===== config.mk =====
export PLATFORM = sky130hd
export DESIGN_NAME = pc_fetch
export DESIGN_NICKNAME = d
export VERILOG_FILES = /design/src/rtl/pc_fetch.sv
export SDC_FILE = /design/constraint.sdc
export NUM_CORES = 1
export LEC_CHECK = 0
export BUFFER_PORTS_ARGS = -buffer_cell sky130_fd_sc_hd__buf_2
export CORE_ASPECT_RATIO = 1.25
export CORE_MARGIN = 3
export CORE_UTILIZATION = 25
export DETAILED_ROUTE_END_ITERATION = 7
export GPL_ROUTABILITY_DRIVEN = 0
export HOLD_SLACK_MARGIN = 0.02
export PLACE_DENSITY = 0.47
export SYNTH_ARGS = -nofsm -noshare
export SYNTH_HDL_FRONTEND = slang
export SYNTH_SLANG_ARGS = --single-unit

===== constraint.sdc =====
create_clock -name clk -period 2.5 [get_ports clk]
set_input_delay 0.25 -clock clk [delete_from_list [all_inputs] [get_ports clk]]
set_output_delay 0.25 -clock clk [all_outputs]
set_load 0.005 [all_outputs]

===== src/rtl/pc_fetch.sv =====
// Program-counter and instruction-register front end: fetches from a combinational
// ROM, supports stall, absolute/relative redirects with one bubble, and halt.
module pc_fetch #(
  parameter int D = 10,
  parameter int W = 9
) (
  input  logic         clk,
  input  logic         rst_n,
  input  logic         start,
  input  logic         stall,
  input  logic         jump_en,
  input  logic [D-1:0] jump_addr,
  input  logic         rel_en,
  input  logic [D-1:0] rel_off,
  input  logic         halt,
  input  logic [W-1:0] mach_code,
  output logic [D-1:0] prog_ctr,
  output logic [W-1:0] ir,
  output logic [D-1:0] ir_pc,
  output logic         ir_valid,
  output logic         done,
  output logic [15:0]  cyc_count
);

  typedef enum logic [1:0] {IDLE, RUN, HALTED} state_t;

  state_t       state, state_nxt;
  logic [D-1:0] prog_ctr_nxt, ir_pc_nxt;
  logic [W-1:0] ir_nxt;
  logic         ir_valid_nxt;
  logic [15:0]  cyc_count_nxt;
  logic [D-1:0] rel_target;

  // Relative targets are taken from the address of the instruction in IR,
  // not from prog_ctr, which has already moved one word ahead.
  assign rel_target = ir_pc + rel_off;

  // done is a pure function of the state register, so it has no input path.
  assign done = (state == HALTED);

  // NOTE: every variable gets a default before the case so no latch is inferred.
  always_comb begin
    state_nxt     = state;
    prog_ctr_nxt  = prog_ctr;
    ir_nxt        = ir;
    ir_pc_nxt     = ir_pc;
    ir_valid_nxt  = ir_valid;
    cyc_count_nxt = cyc_count;

    unique case (state)
      IDLE, HALTED: begin
        if (start) begin
          state_nxt     = RUN;
          prog_ctr_nxt  = '0;
          ir_valid_nxt  = 1'b0;
          cyc_count_nxt = '0;
        end
      end

      RUN: begin
        if (cyc_count != 16'hFFFF) cyc_count_nxt = cyc_count + 16'd1;

        // Control requests belong to the word in IR; with no valid word they are ignored.
        if (ir_valid && halt) begin
          state_nxt    = HALTED;
          ir_valid_nxt = 1'b0;
        end else if (ir_valid && jump_en) begin
          prog_ctr_nxt = jump_addr;
          ir_valid_nxt = 1'b0;
        end else if (ir_valid && rel_en) begin
          prog_ctr_nxt = rel_target;
          ir_valid_nxt = 1'b0;
        end else if (!stall) begin
          ir_nxt       = mach_code;
          ir_pc_nxt    = prog_ctr;
          ir_valid_nxt = 1'b1;
          prog_ctr_nxt = prog_ctr + 1'b1;
        end
      end

      default: state_nxt = IDLE;
    endcase
  end

  // NOTE: sequential state uses non-blocking assignments so all registers update together.
  always_ff @(posedge clk or negedge rst_n) begin
    if (!rst_n) begin
      state     <= IDLE;
      prog_ctr  <= '0;
      ir        <= '0;
      ir_pc     <= '0;
      ir_valid  <= 1'b0;
      cyc_count <= '0;
    end else begin
      state     <= state_nxt;
      prog_ctr  <= prog_ctr_nxt;
      ir        <= ir_nxt;
      ir_pc     <= ir_pc_nxt;
      ir_valid  <= ir_valid_nxt;
      cyc_count <= cyc_count_nxt;
    end
  end

endmodule


==> out/metrics.cfg <==
[run_status]
outcome=completed

[yosys]
synth.ff_latch_count=48
synth_area_leaders=dfrtp_1 (41%), mux2_2 (7.4%), xnor2_1 (5.1%)
yosysMostFrequentCell=dfrtp_1
syn_nets=344
synth_top_area_frac=0.414
ys_types=57
ys_seq_area_frac=0.414
synthTopCellsByCount=dfrtp_1 (48), nand2_1 (31), nor2_1 (22)
syn_avg_cell_area_sq_um=9.81
syn_inst=296
synth.largest_area_cell=dfrtp_1
synth_ff_type=dfrtp_1
netlist_area_sq_um=2900
yosys_warnings=0
synth_edf_count=0
synthArstFlopShare=1.00

[route]
routed_via_density=5.08
route.detailed.drc=0
drt-total-wl_microns=8370
firstDrtPassIters=4
drt_iter0_drc=67
avgRoutedWirePerCell_microns=16.2
via_count=2633
ant_nets=0

[critical_path]
required_ns=2.68
cp.arrival_ns=2.33
end_kind=flip-flop
path_class=reg -> reg
worstSetupStartpointType=flip-flop
crit_slowest_cell=fa_1
path_cells=ha_1, inv_1, fa_1, nor2b_1, o311ai_0, a32oi_1, mux2i_1, o22ai_1
crit_family=compound AO/OA/AOI/OAI gates
critical_path.max_fanout=3
slowest_delay_ns=0.41
crit_buf_inv=1

[die]
chipHeight_microns=127
initial_core_util=0.258
die_area_sq_um=13000
die_x_microns=102
placeableCoreArea_sq_um=11200
rows=43
boundaryPins=83

[sta]
max_slew_margin=0.548
fmax_mhz=463
fin_crit_ns=2.16
tightest_slew_ns=0.673
timing.setup.tns_ns=0
finalHoldWorstSlack_ns=0.188
finalCritPeriodShare=0.863
hold_viol_final=0
grt_setup_unrepaired=no
timing.final.ws_setup_ns=0.342
fin_skew_ns=0.00439
setup_viol=0
finalMaxSlewViolations=0

[clock_tree]
h-tree-depth=2
cts_root_buffer=clkbuf_16
clk_pin_slew_worst_paths_ns=0.07
cts_tree=yes
cts_hold_buf=1
clock_path_buffers=2
clock_latency_ns=0.29
cts_setup_buffers=0
cts.sinks=48
cts_buffers=5
cts_resized=0

[final_layout]
nFillCells=1192
multiInputGateArea_sq_um=1640
drive_gt1_frac=0.337
fin_util=0.325
area_growth_pct=25.7
final_net_count=430
fin_cells=518
final-seq-area_sq_um=1200
diodes=0

[global_routing]
antenna_found_initial=0
grt_usage=0.134
grt_pass1_vias=2642
grt_overflow_total=0
grt_pass1_wl_microns=13700
grt_max_degree=24

[place]
dp_hpwl_microns=6320
placed_cells=509
dp_worst_setup_slack_ns=0.354
io_buffers=82

[power]
p_per_area_nw_per_um2=1000
ir_worst_vdd_mv=0.318
p_leak_nw=1.68

[job]
cap_viol_max_count=0

[min_path]
hold_class=in -> reg

==> cell families after synthesis <==
family / synth area share
AO/OA/AOI/OAI: 0.160
flip-flops: 0.414
adder cells (fa/ha/maj): 0.0543
XOR/XNOR: 0.0603
buffers and inverters: 0.0237
AND/OR/NAND/NOR: 0.197
multiplexers: 0.0909
==> layout make-up <==
class / count / share of cell area
multi-input combinational: 231 / 0.449
sequential: 48 / 0.329
timing repair buffer: 89 / 0.128
tap: 135 / 0.0463
clock buffer: 6 / 0.0381
inverter: 7 / 0.00720
clock inverter: 2 / 0.00274
==> metal layers <==
layer  vias to the layer above  GRT usage  part of all wire  routed length, microns
met5                         -          0                 0                       0
li1                       1268          -                 -                       -
met2                        78      0.230              0.49                    4140
met1                      1281      0.170              0.44                    3660
met3                         6     0.0292             0.058                     482
met4                         0     0.0301            0.0099                      83
==> registers in the layout, summed over array words and instances (netlist names) <==
| name | count |
|---|---|
| prog_ctr | 10 |
| cyc_count | 16 |
| ir_pc | 10 |
| ir_valid | 1 |
| ir | 9 |
| state | 2 |
==> report_power, final <==
group	internal [W]	total [W]	leakage, nW	switching, W
Sequential	0.00104	0.00132	0.622	0.000280
Combinational	0.000779	0.00164	0.983	0.000858
Clock	0.000396	0.000702	0.0766	0.000307
Total	0.00221	0.00366	1.68	0.00144
==> final timing paths <==
check | from | to | slack [ns] | depth (start not counted)
setup reg to reg | ir_pc[0]$_DFFE_PN0P_ | prog_ctr[8]$_DFFE_PN0P_ | 0.34 | 8
setup / recovery | ir_pc[0]$_DFFE_PN0P_ | prog_ctr[8]$_DFFE_PN0P_ | 0.34 | 8
hold / removal | mach_code[5] | ir[5]$_DFFE_PN0P_ | 0.19 | 2
max in group asynchronous | rst_n | cyc_count[2]$_DFFE_PN0P_ | 1.60 | 3
min in group asynchronous | rst_n | prog_ctr[3]$_DFFE_PN0P_ | 0.33 | 2
hold reg to reg | ir[0]$_DFFE_PN0P_ | ir[0]$_DFFE_PN0P_ | 0.50 | 1
==> cell usage in the layout (no fill, tap or decap), types with 3 or more instances in the layout <==
cell type / synthesis / layout
xnor2_1: 17 / 17
mux2_2: 19 / 19
and3_1: 4 / 4
inv_1: 7 / 7
nand4_1: 6 / 6
dfrtp_1: 48 / 48
o21ai_0: 15 / 15
nand2_1: 31 / 31
nor3_1: 7 / 6
mux2i_1: 5 / 5
nand3_1: 7 / 7
buf_4: 0 / 6
buf_2: 4 / 82
ha_1: 11 / 11
xor2_1: 3 / 3
a211oi_1: 8 / 8
nor2_1: 22 / 22
o31ai_1: 3 / 3
clkbuf_16: 0 / 5
a21oi_1: 14 / 14
nor4_1: 3 / 3
and4_1: 3 / 3
a31oi_1: 7 / 7
==> stage by stage <==
stage,total power [W],cell area [sq um]
2_1_floorplan,0.00236,2900
3_3_place_gp,0.00297,3490
3_5_place_dp,0.00298,3490
4_1_cts,0.00372,3650
5_1_grt,0.00398,3650
6_report,0.00366,3650
(Power assumes the default switching activity.)
